--- src/rtl/psr_cond_if.sv ---
// Handshake/bus bundle between the controller and the PSR/condition unit.
interface psr_cond_if;
  logic       stall;
  logic [1:0] upd_sel;
  logic       c_in;
  logic       l_in;
  logic       f_in;
  logic       z_in;
  logic       n_in;
  logic       psr_we;
  logic [4:0] psr_wdata;
  logic [3:0] cond;
  logic       cond_valid;
  logic       cond_true;
  logic       cond_done;
  logic [4:0] psr_out;
  logic       irq_save;
  logic       irq_restore;
  logic       shadow_valid;
  logic       restore_err;

  modport master (
    output stall, upd_sel, c_in, l_in, f_in, z_in, n_in,
    output psr_we, psr_wdata, cond, cond_valid,
    output irq_save, irq_restore,
    input  cond_true, cond_done, psr_out,
    input  shadow_valid, restore_err
  );

  modport slave (
    input  stall, upd_sel, c_in, l_in, f_in, z_in, n_in,
    input  psr_we, psr_wdata, cond, cond_valid,
    input  irq_save, irq_restore,
    output cond_true, cond_done, psr_out,
    output shadow_valid, restore_err
  );
endinterface

--- src/rtl/psr_cond_unit.sv ---
// PSR capture, condition evaluation and optional interrupt shadow.
// Define PSR_SHADOW_EN to build the one-deep shadow register.
module psr_cond_unit #(
  parameter logic [4:0] RESET_PSR = 5'b00000
) (
  input logic       clk,
  input logic       rst_n,
  psr_cond_if.slave bus
);

  logic [4:0] psr;
  logic [4:0] psr_nxt;
  logic [4:0] upd_mask;
  logic [4:0] upd_val;
  logic [4:0] shadow_q;
  logic       restore_hit;
  logic       cond_true;
  logic       cond_done;

  function automatic logic cond_hit(
    input logic [3:0] code,
    input logic [4:0] p
  );
    logic c, l, f, z, n;
    {n, z, f, l, c} = p;
    unique case (code)
      4'h0: cond_hit = z;
      4'h1: cond_hit = !z;
      4'h2: cond_hit = c;
      4'h3: cond_hit = !c;
      4'h4: cond_hit = l;
      4'h5: cond_hit = !l;
      4'h6: cond_hit = n;
      4'h7: cond_hit = !n;
      4'h8: cond_hit = f;
      4'h9: cond_hit = !f;
      4'hA: cond_hit = !l && !z;
      4'hB: cond_hit = l || z;
      4'hC: cond_hit = !n && !z;
      4'hD: cond_hit = n || z;
      4'hE: cond_hit = 1'b1;
      default: cond_hit = 1'b0;
    endcase
  endfunction

  always_comb begin
    upd_val = {bus.n_in, bus.z_in, bus.f_in,
               bus.l_in, bus.c_in};
    unique case (bus.upd_sel)
      2'b01:   upd_mask = 5'b00101;
      2'b10:   upd_mask = 5'b11010;
      2'b11:   upd_mask = 5'b11111;
      default: upd_mask = 5'b00000;
    endcase
  end

  always_comb begin
    psr_nxt = (psr & ~upd_mask) | (upd_val & upd_mask);
    if (restore_hit)
      psr_nxt = shadow_q;
    else if (bus.psr_we)
      psr_nxt = bus.psr_wdata;
  end

`ifdef PSR_SHADOW_EN
  logic shadow_valid;
  logic restore_err;

  assign restore_hit = bus.irq_restore && shadow_valid;

  // restore outranks save, even when the restore itself misses
  always_ff @(posedge clk or negedge rst_n) begin
    if (!rst_n) begin
      shadow_q     <= '0;
      shadow_valid <= 1'b0;
      restore_err  <= 1'b0;
    end else if (bus.stall) begin
      restore_err <= 1'b0;
    end else begin
      restore_err <= bus.irq_restore && !shadow_valid;
      if (restore_hit) begin
        shadow_valid <= 1'b0;
      end else if (bus.irq_save && !bus.irq_restore) begin
        shadow_q     <= psr;
        shadow_valid <= 1'b1;
      end
    end
  end

  assign bus.shadow_valid = shadow_valid;
  assign bus.restore_err  = restore_err;
`else
  logic unused_irq;

  assign unused_irq       = bus.irq_save ^ bus.irq_restore;
  assign restore_hit      = 1'b0;
  assign shadow_q         = '0;
  assign bus.shadow_valid = 1'b0;
  assign bus.restore_err  = 1'b0;
`endif

  // evaluation sees the PSR before this edge's update
  always_ff @(posedge clk or negedge rst_n) begin
    if (!rst_n) begin
      psr       <= RESET_PSR;
      cond_true <= 1'b0;
      cond_done <= 1'b0;
    end else if (bus.stall) begin
      cond_done <= 1'b0;
    end else begin
      psr       <= psr_nxt;
      cond_done <= bus.cond_valid;
      if (bus.cond_valid)
        cond_true <= cond_hit(bus.cond, psr);
    end
  end

  assign bus.psr_out   = psr;
  assign bus.cond_true = cond_true;
  assign bus.cond_done = cond_done;

endmodule

--- src/flat_wrapper.sv ---
// flat-port wrapper written by rule: the top's interface ports become plain ports
module psr_cond_unit_flat 
#(
  parameter logic [4:0] RESET_PSR = 5'b00000
)
  (clk, rst_n, bus_stall, bus_upd_sel, bus_c_in, bus_l_in, bus_f_in, bus_z_in, bus_n_in, bus_psr_we, bus_psr_wdata, bus_cond, bus_cond_valid, bus_irq_save, bus_irq_restore, bus_cond_true, bus_cond_done, bus_psr_out, bus_shadow_valid, bus_restore_err);
  psr_cond_if bus_i ();
  input logic clk;
  input logic rst_n;
  input wire logic [$bits(bus_i.stall)-1:0] bus_stall;
  input wire logic [$bits(bus_i.upd_sel)-1:0] bus_upd_sel;
  input wire logic [$bits(bus_i.c_in)-1:0] bus_c_in;
  input wire logic [$bits(bus_i.l_in)-1:0] bus_l_in;
  input wire logic [$bits(bus_i.f_in)-1:0] bus_f_in;
  input wire logic [$bits(bus_i.z_in)-1:0] bus_z_in;
  input wire logic [$bits(bus_i.n_in)-1:0] bus_n_in;
  input wire logic [$bits(bus_i.psr_we)-1:0] bus_psr_we;
  input wire logic [$bits(bus_i.psr_wdata)-1:0] bus_psr_wdata;
  input wire logic [$bits(bus_i.cond)-1:0] bus_cond;
  input wire logic [$bits(bus_i.cond_valid)-1:0] bus_cond_valid;
  input wire logic [$bits(bus_i.irq_save)-1:0] bus_irq_save;
  input wire logic [$bits(bus_i.irq_restore)-1:0] bus_irq_restore;
  output wire logic [$bits(bus_i.cond_true)-1:0] bus_cond_true;
  output wire logic [$bits(bus_i.cond_done)-1:0] bus_cond_done;
  output wire logic [$bits(bus_i.psr_out)-1:0] bus_psr_out;
  output wire logic [$bits(bus_i.shadow_valid)-1:0] bus_shadow_valid;
  output wire logic [$bits(bus_i.restore_err)-1:0] bus_restore_err;
  assign bus_i.stall = bus_stall;
  assign bus_i.upd_sel = bus_upd_sel;
  assign bus_i.c_in = bus_c_in;
  assign bus_i.l_in = bus_l_in;
  assign bus_i.f_in = bus_f_in;
  assign bus_i.z_in = bus_z_in;
  assign bus_i.n_in = bus_n_in;
  assign bus_i.psr_we = bus_psr_we;
  assign bus_i.psr_wdata = bus_psr_wdata;
  assign bus_i.cond = bus_cond;
  assign bus_i.cond_valid = bus_cond_valid;
  assign bus_i.irq_save = bus_irq_save;
  assign bus_i.irq_restore = bus_irq_restore;
  assign bus_cond_true = bus_i.cond_true;
  assign bus_cond_done = bus_i.cond_done;
  assign bus_psr_out = bus_i.psr_out;
  assign bus_shadow_valid = bus_i.shadow_valid;
  assign bus_restore_err = bus_i.restore_err;
  psr_cond_unit #(.RESET_PSR(RESET_PSR)) u_core (.clk(clk), .rst_n(rst_n), .bus(bus_i));
endmodule
--- config.mk ---
export PLATFORM = sky130hd
export DESIGN_NAME = psr_cond_unit_flat
export DESIGN_NICKNAME = d
export VERILOG_FILES = /design/src/rtl/psr_cond_if.sv /design/src/rtl/psr_cond_unit.sv /design/src/flat_wrapper.sv
export SDC_FILE = /design/constraint.sdc
export NUM_CORES = 1
export LEC_CHECK = 0
export BUFFER_PORTS_ARGS = -buffer_cell sky130_fd_sc_hd__buf_2
export CELL_PAD_IN_SITES_DETAIL_PLACEMENT = 1
export CELL_PAD_IN_SITES_GLOBAL_PLACEMENT = 1
export CORE_MARGIN = 4
export CORE_UTILIZATION = 33
export DETAILED_ROUTE_END_ITERATION = 6
export PLACE_DENSITY = 0.9
export SYNTH_ARGS = -nofsm -noshare
export SYNTH_HDL_FRONTEND = slang
export SYNTH_SLANG_ARGS = --single-unit
--- constraint.sdc ---
create_clock -name clk -period 2.4 [get_ports clk]
set_input_delay 0.12 -clock clk [delete_from_list [all_inputs] [get_ports clk]]
set_output_delay 0.12 -clock clk [all_outputs]
set_load 0.01 [all_outputs]
==> metrics.json <==
{
  "route": {
    "final_antenna_net_count": 0,
    "wl_per_cell_um": 13.7,
    "drt_first_iter_violations": 4,
    "drc_errors": 0,
    "wirelength_mm": 1.60,
    "drt_pass1_iterations": 4,
    "routed-via-count": 591,
    "routed_via_density": 5.05
  },
  "yosys": {
    "yosys.area_share.xor_xnor_pct": 5.58,
    "ys.warnings.count": 0,
    "yosys.cell_types.count": 31,
    "synth_area_in_simple_gates_pct": 20.2,
    "yosys-mux-area-fraction_pct": 3.31,
    "post_synth.cell_area_avg_um2": 9.32,
    "synth-adder-area-share_pct": 0,
    "postSynthCellCount": 65,
    "synth_sequential_area_ratio_pct": 28.9,
    "asyncSetResetFlopFracSynth_pct": 100,
    "synth_compound_area_share_pct": 30.8,
    "synthesis.area_um2": 606,
    "dominant_combinational_cell_family_by_area_after_synthesis": "compound AO/OA/AOI/OAI gates",
    "ys_ff_latch": 7,
    "synth-main-ff-cell": "dfrtp_1",
    "synth_edf_count": 0
  },
  "floorplanning": {
    "height_of_the_die_um": 50.8,
    "pin_count": 32,
    "initial_core_util_pct": 35.1,
    "floorplan.rows": 15,
    "dieWidth_um": 50.8,
    "area_of_the_die_um2": 2580,
    "core_region_area_um2": 1730
  },
  "sta": {
    "post-route-min-period_ps": 1350,
    "timing.final.hold_violations": 0,
    "setup_repair_after_global_routing_missed_its_margin": "false",
    "setup_tns_ps": 0,
    "timing.fmax_ghz": 0.739,
    "total_count_of_max_transition_violations_in_the_final_report": 0,
    "finalWorstSetupSlack_ps": 1050,
    "fin_hold_ws_ps": 109,
    "finalCritPeriodShare_pct": 56.4,
    "timing.clock.skew_ps": 5.85,
    "final-setup-viol-count": 0
  },
  "placed_design": {
    "pre_cts_ws_ps": 1030,
    "place.detailed.hpwl_mm": 1.30,
    "port_buffers": 27,
    "place.gp.congestion": 0.796
  },
  "cts": {
    "clock_pin_slew_of_the_registers_on_the_worst_case_setup_and_hold_paths_ps": 50,
    "cts-buffers-inserted": 3,
    "cts_post_setup_buffers_inserted": 0,
    "post_cts.resized_instances": 0,
    "h_tree_lvl_count": 1,
    "clkSinkCount": 7,
    "clock_insertion_delay_worst_skew_ps": 250,
    "root_buffer": "clkbuf_4",
    "tritoncts": "yes",
    "ctsLongestPathBuffers": 2
  },
  "global_route": {
    "grt_antenna_before_repair": 0,
    "grt_remaining_overflow": 0,
    "via_count_of_the_first_global_routing_pass": 648,
    "grt_pass1_wl_mm": 2.63,
    "grt_start_max_net_pins": 11,
    "grt.total_usage_pct": 13.3
  },
  "pwr": {
    "power_density_cells_nw_per_um2": 519,
    "worst_supply_voltage_drop_on_vdd_mv": 0.310,
    "static-leakage-power_nw": 0.348
  },
  "finish": {
    "areaGrowthSynthToFinish_pct": 24.2,
    "final_common_cell": "buf_2",
    "finalNetCount": 116,
    "n_antenna_cell": 0,
    "n_fill_cell": 233,
    "drive_above_1_share_pct": 39.1,
    "most-common-layout-cells": "buf_2 (27), o21ai_0 (8), nor2b_1 (7), dfrtp_1 (7)"
  },
  "hold_path": {
    "hold_path_class": "primary input to flop"
  },
  "job": {
    "cap_violations": 0
  },
  "setup_path": {
    "crit_path_end_kind": "flop",
    "cp.required_ps": 2530,
    "critPathKind": "flop to flop",
    "arrival_ps": 1480,
    "highest_fanout_seen_on_the_critical_path": 7,
    "startpoint_type": "flop"
  },
  "outcome": {
    "run_status": "complete, no violations"
  }
}
[where the power goes]
group	total, mW	switching [mW]	internal, mW
Sequential	0.157	0.0220	0.135
Combinational	0.129	0.0654	0.0633
Clock	0.105	0.0418	0.0633
[timing repair]
action / in CTS / in global routing
endpoints found under the hold margin: 7 / 0
hold buffers: 1 / 0
setup endpoints to repair: 0 / 0
[synthesized netlist by cell type, drive strengths merged, types with 2 or more instances]
library cell	count	area (µm²)
a21oi	6	33.8
a22oi	5	37.5
and2b	2	16.3
buf	6	60.1
dfrtp	7	175
mux2i	2	20.0
nor2	2	7.51
nor2b	8	57.6
o21ai	8	40.0
o2bb2ai	2	17.5
xor2	2	25.0
[worst max-delay path, cell delays in order (launching register included)]
cell	delay, ps
dfrtp_1	460
o21ai_0	210
o2bb2ai_1	100
a32oi_1	200
o311a_1	210
a21oi_2	60
[per-stage QoR]
stage / power, mW / util [%] / instances / area, µm²
after floorplan: 0.240 / - / 66 / 609
after global placement: 0.281 / 41.4 / 112 / 716
after detailed placement: 0.288 / 41.4 / 112 / 716
after CTS: 0.396 / 43.6 / 117 / 752
after global routing: 0.420 / 43.6 / 117 / 752
final: 0.390 / 43.6 / 117 / 752
[path summary, 6_finish.rpt]
| kind | slack (ps) | to | start | cells after the start |
|---|---|---|---|---|
| setup / recovery | 1050 | u_core.bus.cond_true$_DFFE_PN0P_ | flop | 5 |
| hold / removal | 110 | flop | bus_psr_wdata[2] | 3 |
| setup reg to reg | 1050 | u_core.bus.cond_true$_DFFE_PN0P_ | flop | 5 |
| hold reg to reg | 560 | u_core.bus.cond_true$_DFFE_PN0P_ | u_core.bus.cond_true$_DFFE_PN0P_ | 2 |
| max in group asynchronous | 2000 | asynchronous set/reset pin | rst_n | 2 |
| min in group asynchronous | 240 | u_core.bus.cond_done$_DFF_PN0_ | rst_n | 2 |
[final cells by class]
type	instances	area, µm²	share of cell area, %
repair buffers	28	145	19.3
inverters	1	3.75	0.499
multi-input cells	52	370	49.3
flip-flops and latches	7	175	23.3
clock buffers	4	26.3	3.49
well taps	25	31.3	4.16
[layer usage]
metal,track usage [%],part of all wire (%)
met5,0,0
met4,6.73,0
met3,2.62,4.0
met2,25.9,54
met1,13.2,42
[cells by family after synthesis]
| logic type | after synthesis |
|---|---|
| other | 1 |
| AO/OA/AOI/OAI | 27 |
| buffers and inverters | 7 |
| XOR/XNOR | 3 |
| AND/OR/NAND/NOR | 18 |
| flip-flops | 7 |
| multiplexers | 2 |
No activity file was read; power rests on OpenSTA's default activity.
